$ cat src/rtl/ntt_loop_sequencer.sv
// Loop sequencer that walks the register address unit through a full NTT/INTT butterfly schedule.
// One valid/ready butterfly request per (stage, group, butterfly); index pulses follow each accept.
module ntt_loop_sequencer #(
   parameter int unsigned LOG_N = 8
) (
   input  logic clk_i,
   input  logic rst_ni,
   input  logic start_i,
   input  logic inverse_i,
   input  logic abort_i,
   output logic bf_valid_o,
   input  logic bf_ready_i,
   output logic set_idx_o,
   output logic inc_idx_o,
   output logic inc_j_o,
   output logic sl_m_o,
   output logic sl_j2_o,
   output logic busy_o,
   output logic done_o
);

   localparam int unsigned SW = $clog2(LOG_N + 1);
   localparam logic [LOG_N-1:0] ONE      = LOG_N'(1);
   localparam logic [LOG_N-1:0] HALF     = ONE << (LOG_N - 1);
   localparam logic [SW-1:0]    LAST_STG = SW'(LOG_N - 1);

   typedef enum logic [2:0] {
      S_IDLE,
      S_SET,
      S_BF,
      S_NEXT_GRP,
      S_NEXT_STG,
      S_DONE
   } state_e;

   state_e state_q, state_d;

   logic             inv_q;
   logic [LOG_N-1:0] bf_cnt_q;
   logic [LOG_N-1:0] grp_cnt_q;
   logic [LOG_N-1:0] grp_total_q;
   logic [LOG_N-1:0] bf_total_q;
   logic [SW-1:0]    stage_cnt_q;

   logic accept;
   logic last_bf;
   logic last_grp;
   logic last_stg;

   always_comb begin
      accept   = (state_q == S_BF) && bf_ready_i && !abort_i;
      last_bf  = (bf_cnt_q == bf_total_q - ONE);
      last_grp = (grp_cnt_q == grp_total_q - ONE);
      last_stg = (stage_cnt_q == LAST_STG);
   end

   always_ff @(posedge clk_i or negedge rst_ni) begin
      if (!rst_ni) begin
         state_q <= S_IDLE;
      end else begin
         state_q <= state_d;
      end
   end

   always_comb begin
      state_d = state_q;
      unique case (state_q)
         S_IDLE:     if (start_i) state_d = S_SET;
         S_SET:      state_d = S_BF;
         S_BF:       if (accept && last_bf) state_d = S_NEXT_GRP;
         S_NEXT_GRP: state_d = last_grp ? S_NEXT_STG : S_SET;
         S_NEXT_STG: state_d = last_stg ? S_DONE : S_SET;
         S_DONE:     state_d = S_IDLE;
         default:    state_d = S_IDLE;
      endcase
      if (abort_i) state_d = S_IDLE;
   end

   // Pulses are gated by abort so the abort cycle is silent and no butterfly can be accepted in it.
   always_comb begin
      bf_valid_o = (state_q == S_BF) && !abort_i;
      inc_idx_o  = accept;
      set_idx_o  = (state_q == S_SET) && !abort_i;
      inc_j_o    = (state_q == S_NEXT_GRP) && !abort_i;
      sl_m_o     = (state_q == S_NEXT_STG) && !abort_i;
      sl_j2_o    = (state_q == S_NEXT_STG) && !abort_i;
      done_o     = (state_q == S_DONE) && !abort_i;
      busy_o     = (state_q != S_IDLE);
   end

   always_ff @(posedge clk_i or negedge rst_ni) begin
      if (!rst_ni) begin
         inv_q       <= 1'b0;
         bf_cnt_q    <= '0;
         grp_cnt_q   <= '0;
         grp_total_q <= '0;
         bf_total_q  <= '0;
         stage_cnt_q <= '0;
      end else if (!abort_i) begin
         unique case (state_q)
            S_IDLE: begin
               if (start_i) begin
                  inv_q       <= inverse_i;
                  stage_cnt_q <= '0;
                  grp_cnt_q   <= '0;
                  grp_total_q <= inverse_i ? HALF : ONE;
                  bf_total_q  <= inverse_i ? ONE : HALF;
               end
            end
            S_SET: bf_cnt_q <= '0;
            S_BF: begin
               if (accept) bf_cnt_q <= bf_cnt_q + ONE;
            end
            S_NEXT_GRP: grp_cnt_q <= last_grp ? '0 : grp_cnt_q + ONE;
            S_NEXT_STG: begin
               // Forward widens groups and narrows butterflies per stage; inverse does the opposite.
               if (!last_stg) begin
                  stage_cnt_q <= stage_cnt_q + SW'(1);
                  if (inv_q) begin
                     grp_total_q <= grp_total_q >> 1;
                     bf_total_q  <= bf_total_q << 1;
                  end else begin
                     grp_total_q <= grp_total_q << 1;
                     bf_total_q  <= bf_total_q >> 1;
                  end
               end
            end
            default: ;
         endcase
      end
   end

   a_work_conserved: assert property (@(posedge clk_i) disable iff (!rst_ni)
      (state_q != S_IDLE) |->
         ((2*LOG_N)'(grp_total_q) * (2*LOG_N)'(bf_total_q) == (2*LOG_N)'(HALF)));

   a_pulse_excl: assert property (@(posedge clk_i) disable iff (!rst_ni)
      $onehot0({set_idx_o, inc_idx_o, inc_j_o, sl_m_o, done_o}) && (sl_m_o == sl_j2_o));

endmodule

$ cat config.mk
export PLATFORM = sky130hd
export DESIGN_NAME = ntt_loop_sequencer
export DESIGN_NICKNAME = d
export VERILOG_FILES = /design/src/rtl/ntt_loop_sequencer.sv
export SDC_FILE = /design/constraint.sdc
export NUM_CORES = 1
export LEC_CHECK = 0
export BUFFER_PORTS_ARGS = -buffer_cell sky130_fd_sc_hd__buf_4
export CORE_MARGIN = 5
export CORE_UTILIZATION = 60
export DETAILED_ROUTE_END_ITERATION = 16
export GPL_TIMING_DRIVEN = 0
export PLACE_DENSITY_LB_ADDON = 0.2
export SLEW_MARGIN = 15
export SYNTH_ARGS = -nofsm -noshare
export SYNTH_HDL_FRONTEND = slang
export SYNTH_SLANG_ARGS = --single-unit
$ cat constraint.sdc
create_clock -name clk_i -period 3.4 [get_ports clk_i]
set_clock_uncertainty 0.15 [all_clocks]
set_input_delay 0.34 -clock clk_i [delete_from_list [all_inputs] [get_ports clk_i]]
set_output_delay 0.34 -clock clk_i [all_outputs]
set_load 0.02 [all_outputs]
After elaboration in Yosys (flattened, before gate mapping):

Cells that the tools add are included.

* register bits after elaboration: 40
* word-level logic and storage cells: 69

* reductions and logical operators: 19
* muxes and demuxes: 24
* eq/ne operators: 13
* add/subtract/negate cells: 5
* bitwise logic cells: 1

Operators by type and width (number)
* $mux W8: 11
* $pmux W8 S2: 4
* $add A8 B1 Y8 const B: 2
* $eq A8 B8 Y1: 2
* $sub A8 B1 Y8 const B: 2
* $mux W3: 5
* $pmux W3 S5: 1
* $reduce_and A3 Y1: 3
* $logic_and A1 B1 Y1: 8
* $mux W4: 2
* $pmux W4 S2: 1
* $eq A3 B2 Y1 const B: 2
* $eq A3 B3 Y1 const B: 2
* $ne A2 B2 Y1 const B: 3
* $reduce_bool A2 Y1: 3
* $add A4 B1 Y4 const B: 1
* $eq A4 B3 Y1 const B: 1
* $reduce_and A4 Y1: 1
* $eq A3 B1 Y1 const B: 1
* $logic_not A3 Y1: 1
* $ne A3 B2 Y1 const B: 1
* $ne A3 B3 Y1 const B: 1
* $reduce_bool A3 Y1: 1
* $reduce_and A2 Y1: 1
* 2 further kinds: 2

Depth between registers and ports, before layout:

* word-level depth: 7
* gate-level depth with buffers: 8
* mapped depth without buffers: 8

Least setup slack after synthesis:

No wires, ideal clock.

* kind: flip-flop to flip-flop
* from: reg grp_total_q[0]
* to: reg grp_cnt_q[3]
* data arrival time: 2.228 ns
* clock period less this slack: 2.503 ns
* slack: 0.897 ns
* library setup time: 0.125 ns
* cell stages (with the launch flop): 9
* required time: 3.125 ns
* cell sequence: dfrtp_1 inv_1 ha_1 or3b_1 or3_1 a2111oi_2 o211ai_2 a21oi_2 nor2_1

* cells in the longest elaborated chain, start to end: 4

Ends and longest elaborated chain
* from (decl): line 41 `logic [LOG_N-1:0] grp_total_q;`
* from (signal assigned): line 106 `grp_total_q <= inverse_i ? HALF : ONE;`
* from (signal assigned): line 120 `grp_total_q <= grp_total_q >> 1;`
* from (signal assigned): line 123 `grp_total_q <= grp_total_q << 1;`
* $sub A8 B1 Y8: line 53 `last_grp = (grp_cnt_q == grp_total_q - ONE);`
* $eq A8 B8 Y1: line 53
* $mux W8: line 114 `S_NEXT_GRP: grp_cnt_q <= last_grp ? '0 : grp_cnt_q + ONE;`
* $pmux W8 S2: line 100 `unique case (state_q)`
* to (signal assigned): line 114
* to (decl): line 40 `logic [LOG_N-1:0] grp_cnt_q;`

No other way between the ends.
A chain may end at the register's enable or synchronous reset.

Worst setup path after layout:

* from: reg grp_total_q[0]
* to: reg grp_cnt_q[7]

Same word-level chain as after synthesis.

==> metrics.cfg <==
[power]
max-vdd-ir-drop_mv = 0.3577
powerDensity_nw_per_um2 = 557.3
leakagePower_nw = 1.222

[clock_tree]
cts.path.max_buffers = 2
clockRootBuffer = clkbuf_8
ctsResizeCount = 0
cts_sinks = 40
clkLatencyLatePin_ns = 0.30
cts.clk_slew.worst_paths_ns = 0.08
htree_levels = 2
cts_buffers = 5
cts_tree = yes

[grt]
grt_pass1_vias = 2093
grt_use_total_pct = 22.40
overflow = 0
grt_max_degree = 41
grt_pass1_wl_mm = 9.584
antenna_found_initial = 0

[floorplan]
io_pins = 14
coreArea_um2 = 4029
initial_core_util_pct = 61.99
die_w_um = 74.52
fp-row-count = 23
die_h_um = 74.52
dieArea_um2 = 5552

[synth]
yosys.area.top_type = dfrtp_1
synth_commonest_cells = 40 x dfrtp_1, 32 x nand2_1, 28 x nor2_1
ys_seq_area_share_pct = 40.08
synth_fp_nets = 292
async_reset_ff_share_pct = 100.0
synth_edf_count = 0
syn_inst = 281
synthTopCellsByArea = dfrtp_1 40%, xor2_1 5.6%, mux2i_1 4.8%
syn_avg_cell_area_um2 = 8.888
ys_ff_latch = 40
synth_warnings = 0
yosys.area.top_type_share_pct = 40.08
synth_most_common_cell = dfrtp_1
synth_flop_cell = dfrtp_1
synth_cell_types = 41
syn-cell-area_um2 = 2497

[placed_design]
dp_slack_ns = 0.6616
place_congestion = 0.7885
place_inst = 344
dp_hpwl_mm = 3.880
io_buffers = 13

[critical_path]
critPathKind = flop to flop
worstSetupStartpointType = flop
worstPathRequired_ns = 3.43
r2r_slack_ns = 0.62
arrival_ns = 2.82
cp-end-kind = flop
crit_fanout = 5

[sta]
fmax_mhz = 359.4
finalCriticalPeriod_ns = 2.782
worst_pin_slew_ns = 0.7392
worst_slack_ns = 0.6177
max_slew_margin_pct = 50.34
period_share_pct = 81.83
setup_violations = 0
tns_ns = 0
drv_slew = 0
hold_violations = 0
rsz0062_at_grt = false

[cells_and_area]
fillCellCount = 313
final_core_util_pct = 68.60
multi_input_area_um2 = 1388
seq_area_um2 = 1001
syn_to_final_growth_pct = 10.67
nets = 313
drive_gt1_share_pct = 10.26
final_cell_count_no_fill = 352
antenna_cells = 0

[hold_path]
hp-class = primary input to flop

[routing]
wl_per_cell_um = 15.51
ant_nets = 0
wl_mm = 5.460
avgViaCountPerCell = 5.972
drc = 0
drt_pre_antenna_iters = 4
vias = 2102
first_iter_violations = 191

[job]
drv_cap = 0

[run_status]
run_status = complete, no violations

-- flip-flops by register name (all words and copies together), names as in the netlist --
signal,cells
bf_total_q,8
bf_cnt_q,8
grp_cnt_q,8
inv_q,1
grp_total_q,8
stage_cnt_q,4
state_q,3
-- metal layers --
layer / wire length [um] / share of wire [%] / GRT usage, % / vias to the layer above
li1: - / - / - / 1033
met1: 2541 / 47 / 30.85 / 987
met2: 2495 / 46 / 34.54 / 68
met3: 311 / 5.7 / 3.514 / 14
met4: 112 / 2.1 / 10.67 / 0
met5: 0 / 0 / 0 / -
-- timing repair --
item	4_1_cts	5_1_grt
buffers inserted	0	0
hold endpoints to repair	40	0
hold buffers	1	0
-- metrics by stage --
stage | cell area, um^2 | power, W | hold slack (ns)
global route | 2764 | 0.001630 | 0.2861
global placement | 2658 | 0.001164 | 0.1936
floorplan | 2497 | 0.001051 | -0.1056
finish | 2764 | 0.001540 | 0.2497
CTS | 2764 | 0.001533 | 0.2475
detailed placement | 2658 | 0.001184 | 0.2023
-- where the power goes --
group / internal, W / switching, W
clock network: 0.000181 / 0.000172
registers: 0.000533 / 0.0000639
logic: 0.000252 / 0.000338
total: 0.000966 / 0.000574
-- cell type report --
type	count	area share, %
multi-input combinational	215	50.20
sequential	40	36.22
timing repair buffer	14	3.893
clock buffer	7	3.486
buffer	17	2.716
tap	50	2.263
inverter	9	1.222
-- critical path, stage by stage (launching register included) --
cell and delay [ns]:
dfrtp_1 0.44, inv_1 0.10, ha_1 0.21, or3b_1 0.37
or3_1 0.37, a2111oi_2 0.46, o211ai_2 0.21, a21oi_2 0.27
nor2_1 0.10
-- final timing paths --
path                                      from              to  cells past startpoint
worst max-delay path            grp_total_q[0]    grp_cnt_q[7]                      8
worst min-delay path                   abort_i      state_q[2]                      4
worst max register to register  grp_total_q[0]    grp_cnt_q[7]                      8
worst min register to register  grp_total_q[7]  grp_total_q[7]                      2
max in group asynchronous               rst_ni  grp_total_q[4]                      2
min in group asynchronous               rst_ni     bf_cnt_q[5]                      2
-- cell families (layout without fill, tap and decap cells) --
| family | Yosys count | after routing | synth area share [%] |
|---|---|---|---|
| compound gates | 54 | 54 | 14.93 |
| xor+xnor | 29 | 29 | 10.17 |
| fa+ha+maj | 5 | 5 | 2.505 |
| buf+inv | 26 | 47 | 4.359 |
| flops | 40 | 40 | 40.08 |
| mux | 14 | 14 | 5.712 |
| simple gates | 113 | 113 | 22.24 |
-- cells in the final DEF (no fill, tap or decap), types with 2 or more instances in the layout --
cell | Yosys | final
a21oi_1 | 10 | 10
a21oi_2 | 2 | 2
a31oi_1 | 2 | 2
and2_1 | 2 | 2
and3_1 | 4 | 4
buf_4 | 1 | 14
clkbuf_1 | 15 | 15
clkbuf_8 | 0 | 7
dfrtp_1 | 40 | 40
ha_1 | 5 | 5
inv_1 | 9 | 9
mux2_2 | 2 | 2
mux2i_1 | 12 | 12
nand2_1 | 32 | 32
nand2b_1 | 7 | 7
nand3_1 | 5 | 5
nand3b_1 | 2 | 2
nand4_1 | 13 | 13
nor2_1 | 28 | 28
nor3_1 | 3 | 3
nor4_1 | 4 | 4
o211a_1 | 3 | 3
o21ai_0 | 13 | 13
o22ai_1 | 2 | 2
o31ai_1 | 13 | 13
or2_2 | 2 | 2
or3_1 | 8 | 8
xnor2_1 | 13 | 13
xor2_1 | 16 | 16
(Power assumes the default switching activity.)
